--- src/rtl/mem_stage_pkg.sv ---
// Shared RV32I memory-stage types: funct3 encodings, access sizes and the MEM FSM states.
// Consumed by mem_align and mem_stage (MEM_MISALIGN_TRAP_EN is handled in mem_stage).
package mem_stage_pkg;

    typedef enum logic [2:0] {
        LF_B  = 3'b000,
        LF_H  = 3'b001,
        LF_W  = 3'b010,
        LF_BU = 3'b100,
        LF_HU = 3'b101
    } load_funct3_t;

    typedef enum logic [2:0] {
        SF_B = 3'b000,
        SF_H = 3'b001,
        SF_W = 3'b010
    } store_funct3_t;

    typedef enum logic [1:0] {
        IDLE = 2'd0,
        BUSY = 2'd1,
        DONE = 2'd2
    } mem_state_t;

    typedef enum logic [1:0] {
        SZ_B = 2'd0,
        SZ_H = 2'd1,
        SZ_W = 2'd2
    } access_size_t;

    // Any funct3 outside the defined set is treated as a full word.
    function automatic access_size_t decode_size(input logic [2:0] funct3,
                                                 input logic       is_store);
        access_size_t size;
        size = SZ_W;
        if (is_store) begin
            case (funct3)
                SF_B:    size = SZ_B;
                SF_H:    size = SZ_H;
                default: size = SZ_W;
            endcase
        end else begin
            case (funct3)
                LF_B, LF_BU: size = SZ_B;
                LF_H, LF_HU: size = SZ_H;
                default:     size = SZ_W;
            endcase
        end
        return size;
    endfunction

endpackage

--- src/rtl/mem_align.sv ---
// Combinational lane logic: byte enables and shifted store data, plus load lane
// extraction and sign/zero extension. Halfwords use only addr[1], words ignore addr[1:0].
module mem_align
    import mem_stage_pkg::*;
#(
    parameter int XLEN = 32
) (
    input  logic [2:0]      funct3,
    input  logic            is_store,
    input  logic [1:0]      addr_lo,
    input  logic [XLEN-1:0] wdata_raw,
    input  logic [XLEN-1:0] rdata_raw,
    output logic [3:0]      mbe,
    output logic [XLEN-1:0] wdata,
    output logic [XLEN-1:0] rdata_ext,
    output logic            misaligned
);

    access_size_t    size;
    logic [1:0]      lane;
    logic [XLEN-1:0] rshift;

    always_comb begin
        size       = decode_size(funct3, is_store);
        lane       = 2'b00;
        mbe        = 4'b1111;
        misaligned = 1'b0;
        case (size)
            SZ_B: begin
                lane = addr_lo;
                mbe  = 4'b0001 << addr_lo;
            end
            SZ_H: begin
                lane       = {addr_lo[1], 1'b0};
                mbe        = 4'b0011 << lane;
                misaligned = addr_lo[0];
            end
            default: begin
                lane       = 2'b00;
                mbe        = 4'b1111;
                misaligned = |addr_lo;
            end
        endcase

        wdata  = wdata_raw << {lane, 3'b000};
        rshift = rdata_raw >> {lane, 3'b000};

        rdata_ext = rshift;
        case (funct3)
            LF_B:    rdata_ext = {{(XLEN-8){rshift[7]}}, rshift[7:0]};
            LF_H:    rdata_ext = {{(XLEN-16){rshift[15]}}, rshift[15:0]};
            LF_BU:   rdata_ext = {{(XLEN-8){1'b0}}, rshift[7:0]};
            LF_HU:   rdata_ext = {{(XLEN-16){1'b0}}, rshift[15:0]};
            default: rdata_ext = rshift;
        endcase
    end

endmodule

--- src/rtl/mem_stage.sv ---
// RV32I MEM stage: single-outstanding data-memory access FSM (IDLE->BUSY->DONE) and MEM/WB latch.
// Define MEM_MISALIGN_TRAP_EN to squash misaligned h/w accesses and flag mem_misaligned.
module mem_stage
    import mem_stage_pkg::*;
#(
    parameter int XLEN = 32
) (
    input  logic            clk,
    input  logic            rst,
    input  logic            exmem_valid,
    input  logic            exmem_mem_read,
    input  logic            exmem_mem_write,
    input  logic [2:0]      exmem_funct3,
    input  logic [XLEN-1:0] exmem_alu_out,
    input  logic [XLEN-1:0] exmem_rs2_out,
    output logic            dmem_read,
    output logic            dmem_write,
    output logic [3:0]      dmem_mbe,
    output logic [XLEN-1:0] dmem_address,
    output logic [XLEN-1:0] dmem_wdata,
    input  logic            dmem_resp,
    input  logic [XLEN-1:0] dmem_rdata,
    output logic            mem_stall,
    output logic            mem_misaligned,
    output logic            memwb_valid,
    output logic [XLEN-1:0] memwb_alu_out,
    output logic [XLEN-1:0] memwb_rdata,
    output mem_state_t      dbg_state
);

`ifdef MEM_MISALIGN_TRAP_EN
    localparam bit TRAP_EN = 1'b1;
`else
    localparam bit TRAP_EN = 1'b0;
`endif

    // dmem handshake: a request (dmem_read/dmem_write plus mbe/address/wdata) is raised
    // from a register and held unchanged until the one-cycle dmem_resp pulse; the request
    // drops the cycle after that pulse. Only one access is ever outstanding.
    mem_state_t      state_q, state_d;
    logic            mem_op;
    logic            misaligned_raw;
    logic            trap;
    logic [3:0]      mbe_c;
    logic [XLEN-1:0] wdata_c;
    logic [XLEN-1:0] rdata_ext;
    logic [XLEN-1:0] load_data_q;

    mem_align #(.XLEN(XLEN)) u_align (
        .funct3     (exmem_funct3),
        .is_store   (exmem_mem_write),
        .addr_lo    (exmem_alu_out[1:0]),
        .wdata_raw  (exmem_rs2_out),
        .rdata_raw  (dmem_rdata),
        .mbe        (mbe_c),
        .wdata      (wdata_c),
        .rdata_ext  (rdata_ext),
        .misaligned (misaligned_raw)
    );

    assign mem_op    = exmem_valid && (exmem_mem_read || exmem_mem_write);
    assign trap      = TRAP_EN && mem_op && misaligned_raw;
    assign dbg_state = state_q;

    always_comb begin
        state_d        = state_q;
        mem_stall      = 1'b0;
        mem_misaligned = 1'b0;
        case (state_q)
            IDLE: begin
                if (trap) begin
                    mem_misaligned = 1'b1;
                end else if (mem_op) begin
                    mem_stall = 1'b1;
                    state_d   = BUSY;
                end
            end
            BUSY: begin
                mem_stall = 1'b1;
                if (dmem_resp) state_d = DONE;
            end
            DONE:    state_d = IDLE;
            default: state_d = IDLE;
        endcase
    end

    always_ff @(posedge clk) begin
        if (rst) begin
            state_q       <= IDLE;
            dmem_read     <= 1'b0;
            dmem_write    <= 1'b0;
            dmem_mbe      <= '0;
            dmem_address  <= '0;
            dmem_wdata    <= '0;
            load_data_q   <= '0;
            memwb_valid   <= 1'b0;
            memwb_alu_out <= '0;
            memwb_rdata   <= '0;
        end else begin
            state_q <= state_d;

            if (state_q == IDLE && mem_op && !trap) begin
                dmem_read    <= exmem_mem_read;
                dmem_write   <= exmem_mem_write;
                dmem_mbe     <= mbe_c;
                dmem_address <= {exmem_alu_out[XLEN-1:2], 2'b00};
                dmem_wdata   <= wdata_c;
            end

            // The instruction is frozen on exmem_* while BUSY, so its funct3/addr drive extension.
            if (state_q == BUSY && dmem_resp) begin
                dmem_read   <= 1'b0;
                dmem_write  <= 1'b0;
                load_data_q <= exmem_mem_read ? rdata_ext : '0;
            end

            if (!mem_stall) begin
                memwb_valid   <= exmem_valid && !trap;
                memwb_alu_out <= exmem_alu_out;
                memwb_rdata   <= (state_q == DONE) ? load_data_q : '0;
            end
        end
    end

endmodule

--- config.mk ---
export PLATFORM = sky130hd
export DESIGN_NAME = mem_stage
export DESIGN_NICKNAME = d
export VERILOG_FILES = /design/src/rtl/mem_stage_pkg.sv /design/src/rtl/mem_align.sv /design/src/rtl/mem_stage.sv
export SDC_FILE = /design/constraint.sdc
export NUM_CORES = 1
export LEC_CHECK = 0
export ABC_CLOCK_PERIOD_IN_PS = 3300
export CORE_UTILIZATION = 50
export CTS_BUF_LIST = sky130_fd_sc_hd__clkbuf_8
export CTS_CLUSTER_SIZE = 8
export DETAILED_ROUTE_END_ITERATION = 8
export PLACE_DENSITY = 0.88
export SKIP_CTS_REPAIR_TIMING = 1
export SLEW_MARGIN = 10
export SYNTH_ARGS = -nofsm -noshare
export SYNTH_HDL_FRONTEND = slang
export SYNTH_SLANG_ARGS = --single-unit
--- constraint.sdc ---
create_clock -name clk -period 3.3 [get_ports clk]
set_clock_uncertainty 0.2 [all_clocks]
set_input_delay 0.33 -clock clk [delete_from_list [all_inputs] [get_ports clk]]
set_output_delay 0.33 -clock clk [all_outputs]
set_load 0.1 [all_outputs]
# ---- After elaboration in Yosys (flattened, before gate mapping)
# Cells that the tools add are included.
# Widths: inputs -> output; s select.
dict set report word_totals {
  ff_bits 167
  inputBits 105
  out_inout_bits 139
  elab_cells 46
}
dict set report op_classes {
  n_eq_ne 8
  shift 4
  mux 13
  reduce_logical 11
}
# op n
set ops {}
lappend ops {{$pmux 32 s4} 1}
lappend ops {{$mux 32} 2}
lappend ops {{$shl 32x5->32} 1}
lappend ops {{$shr 32x5->32} 1}
lappend ops {{$pmux 2 s2} 4}
lappend ops {{$pmux 4 s2} 1}
lappend ops {{$eq 3x3->1 const B} 2}
lappend ops {{$mux 2} 3}
lappend ops {{$reduce_or 2->1} 3}
lappend ops {{$eq 2x1->1 const B} 2}
lappend ops {{$logic_not 2->1} 2}
lappend ops {{$ne 2x2->1 const B} 2}
lappend ops {{$shl 1x2->4 const A} 1}
lappend ops {{$shl 2x2->4 const A} 1}
lappend ops {{$eq 3x1->1 const B} 1}
lappend ops {{$logic_and 1x1->1} 3}
lappend ops {{$logic_not 3->1} 1}
lappend ops {{$eq 2x2->1 const B} 1}
lappend ops {{$pmux 1 s2} 1}
lappend ops {{$reduce_and 2->1} 1}
lappend ops {{$logic_or 1x1->1} 1}
lappend ops {{$mux 1} 1}

# ---- Depth between registers and ports, before layout
dict set report logic_depth {
  ltp_word 9
  depth_mapped 8
  depth_no_buf 5
}

# ---- Cells and area by module
# Synthesis repeated with hierarchy kept, for this count alone.
dict set report hier_totals {
  hier_cells 782
  hier_area_um2 7499.7
}
# module instances cells_per_inst area_per_inst_um2 seq_area_each_um2
set by_module_without_submodules {}
lappend by_module_without_submodules {mem_stage 1 567 6353.6 3343.2}
lappend by_module_without_submodules {mem_align 1 215 1146.1 0.0}

# ---- Worst setup path after synthesis
# Ideal clock, no wire load.
dict set report synth_path {
  path_kind {reg-to-output}
  start {register state_q[1] (netlist: dbg_state[1])}
  end {output mem_stall}
  arrival_time_ns 2.007
  required_time_ns 2.770
  path_slack_ns 0.763
  path_stages_with_launch 7
  n_path_buf 3
  cell_sequence {dfxtp_1 -> or3b_1 -> o21a_1 -> buf_2 -> inv_2 -> buf_6 -> buf_4}
}
dict set report synth_via {
  elab_chain_len 2
  word_cells_on_any_way 3
  cone_classes {eq/ne: 1; mux: 1; reduce/logical: 1}
}
# item line_no
set synth_lines {}
lappend synth_lines {{start, declared} mem_stage.sv:40} ;# mem_state_t state_q, state_d;
lappend synth_lines {{start signal, assigned} mem_stage.sv:100} ;# state_q <= state_d;
lappend synth_lines {{$eq 2x1->1 or $logic_not 2->1 (tied branches)} mem_stage.sv:69} ;# case (state_q)
lappend synth_lines {{$pmux 1 s2 (*)} mem_stage.sv:69}
lappend synth_lines {{end, declared} mem_stage.sv:23} ;# output logic mem_stall,
# Every way passes the cells marked *; elsewhere a longest branch is shown, timed or not.

# ---- Worst setup path after layout
dict set report layout_path {
  start {register memwb_rdata[11]}
  end {output memwb_rdata[11]}
}
# item line_no
set layout_lines {}
lappend layout_lines {{start, declared} mem_stage.sv:27} ;# output logic [XLEN-1:0] memwb_rdata,
lappend layout_lines {{start signal, assigned} mem_stage.sv:120} ;# memwb_rdata <= (state_q == DONE) ? load_data_q : '0;
# No word-level cell between the ends.

==> metrics.txt <==
Max VDD drop 0.254 mV; Setup crit end kind output pin; die height 118 um; final slew viol count 0; Setup violations, final 0; fraction of the mapped netlist area in simple logic gates 16.4%; drt via density a little under 6; register area share after synthesis roughly 49%; xor and xnor area share after synthesis 0%; Worst Setup EP memwb_rdata[11]; fraction of layout instances using a drive strength above 1 approximately 10%; dpl hpwl 14000 um; Final period util between 70 and 80%; Critical path origin memwb_rdata[11]; required time of the worst setup path 2.77 ns; routability cong. around 0.88; Via Count slightly below 7000; Initial Util about 51%; reg-to-reg startpoint dbg_state[1]; RSZ-0062 raised after global routing no; setup TNS 0 ns; number of global-route vias before repair ~6000; main combinational cell family by area after synthesis compound AO/OA/AOI/OAI gates; initial antenna violation count 0; pin count of the biggest net entering global routing about 110; cell family with most CP delay buffers and inverters; Avg Inst Size Synth about 8.6 um^2; clock sinks between 150 and 200; clk_lat worst skew around 0.45 ns; max incr delay on CP between 1 and 1.5 ns; num ports ~240; DR pass1 iterations 6; Synth Area in Adders 0%; Yosys Warn Count 0; outcome completed; worst min-delay path class primary input to flip-flop; P_leak about 3.7 nW; Overflow after GRT 0; die width around 120 um; row count 42; Setup WS pre-CTS slightly below 0.5 ns; Port Buf Inserts 240; worst reg2reg setup slack approximately 0.95 ns; mapped cell area just under 7000 um^2; Hold Crit Depth 2; Starting DRT DRC Count around 870; # DRC 0; Worst-path clk slew 0.08 ns; WL/cell approximately 17 um; slew margin rel. 25.6%; DRT Wirelength ~20000 um; Synth Instances 786; Max Root-Sink Buffers 2; gr usage total 29.0%; ANT cells 0; Fmax 0.393 GHz; Cell Pwr Density about 540 nW/um^2; total core area 13200 um^2; Synth Area in Compound Gates between 20% and 30%; first-pass GRT wire length 32200 um; setup ws final around 0.76 ns; Crit path buffers/inverters 1; Max-cap violations 0; slew at the pin with the worst max-slew slack 1.12 ns; CTS root buf clkbuf_8; Worst path slowest cell clkdlybuf4s50_1; cells along the critical path clkdlybuf4s50_1; H-tree levels 4; Crit. path cell count 1; die area around 14000 um^2; R2R depth 5; crit path DAT approximately 2 ns; post-synthesis mux area share between 4 and 5%; CP Class flip-flop to output pin; TritonCTS Buffers 17; CP startpoint kind flip-flop; Hold Fails Final Rpt 0; count of different cell masters after synthesis 48; fin nets between 1000 and 1500; Critical R2R Capture dmem_address[20]; ANT nets after route 0; # fillers 1023; minimum clock period about 2.5 ns; CTS tree built; Syn-to-layout area delta 41.7%; synthesized flop and latch total 167; crit path max fanout 2
==> worst min-delay path by stage <==
stage                       end           start  slack, ns
2_1_floorplan    load_data_q[7]  load_data_q[7]       0.22
3_3_place_gp     load_data_q[7]  load_data_q[7]       0.24
3_5_place_dp     load_data_q[7]  load_data_q[7]       0.24
4_1_cts        dmem_address[17]             rst       0.04
5_1_grt        dmem_address[13]             rst       0.06
6_report           dbg_state[0]             rst       0.06
==> cells in the final DEF, fill, tap and decap left out, drive strengths merged, types with 7 or more instances in the layout <==
cell	count
a21oi	101
dfxtp	167
nand3	41
o22ai	8
a22o	7
a32oi	7
clkbuf	19
mux2	8
a22oi	48
o221ai	8
o21ai	20
a21o	9
a221oi	8
mux4	7
nor2	48
o211ai	8
nand2	162
buf	50
a211o	8
mux2i	7
clkdlybuf4s50	209
a211oi	9
==> flip-flops by register name, indices dropped and copies added, names as in the netlist <==
register / flops
memwb_alu_out: 32
dmem_mbe: 4
dmem_address: 30
memwb_rdata: 32
memwb_valid: 1
dmem_write: 1
dmem_wdata: 32
load_data_q: 32
dbg_state: 2
dmem_read: 1
==> area by class of cell <==
class / count / area [um^2] / share of cell area, %
Multi-Input combinational cell: 544 / 3100 / 32.3
Timing Repair Buffer: 259 / 2500 / 26.1
Tap cell: 176 / 220 / 2.29
Sequential cell: 167 / 3340 / 34.8
Inverter: 2 / 7.51 / 0.0782
Clock buffer: 19 / 262 / 2.73
Clock inverter: 10 / 155 / 1.62
==> power breakdown <==
group	switching, mW	internal [mW]
clock	0.702	0.846
combinational	1.04	0.397
sequential	0.0544	2.11
total	1.80	3.35
==> cells in the mapped netlist, drive strengths merged <==
master | n | area (um^2)
nand2b | 3 | 18.8
o221ai | 8 | 70.1
a32oi | 7 | 61.3
nor2b | 3 | 21.3
o21ai | 20 | 104
a21boi | 3 | 22.5
buf | 29 | 174
nand2 | 162 | 611
a221oi | 8 | 70.1
dfxtp | 167 | 3340
a22o | 7 | 61.3
nand3 | 41 | 205
conb | 1 | 3.75
nor2 | 48 | 183
and4bb | 1 | 12.5
mux2 | 8 | 90.1
a21o | 9 | 67.6
and3 | 3 | 18.8
nor3 | 2 | 10.0
mux4 | 7 | 158
o22ai | 8 | 50.1
o21bai | 1 | 7.51
o21a | 1 | 7.51
a211oi | 9 | 67.6
nor3b | 1 | 7.51
o211ai | 8 | 60.1
and2 | 2 | 12.5
clkbuf | 46 | 174
a211o | 8 | 70.1
a22oi | 48 | 360
or3b | 1 | 8.76
o2111ai | 3 | 26.3
a21oi | 101 | 509
inv | 2 | 7.50
a311oi | 2 | 17.5
o211a | 1 | 10.0
mux2i | 7 | 70.1
==> per-layer routing <==
layer	GRT usage (%)	vias up	wire length (um)
met2	46.1	434	9440
met4	13.0	0	727
met3	5.50	61	1910
met1	38.3	3207	8490
li1	-	3208	-
met5	0	-	0
==> per-stage QoR <==
step	hold WS [ns]	power, mW	util, %	std cells	cell area, um^2
2_1_floorplan	0.222	3.22	-	788	6780
3_5_place_dp	0.240	3.64	69.3	1148	9180
6_report	0.0581	5.16	72.5	1177	9600
5_1_grt	0.0593	5.34	72.5	1177	9600
3_3_place_gp	0.236	3.63	69.3	1148	9180
4_1_cts	0.0357	5.17	72.5	1177	9600
==> cell families after synthesis <==
logic type             after synthesis
other                                1
AND/OR/NAND/NOR                    267
flip-flops                         167
AO/OA/AOI/OAI                      252
multiplexers                        22
buffers and inverters               77
No activity file was read; power rests on OpenSTA's default activity.
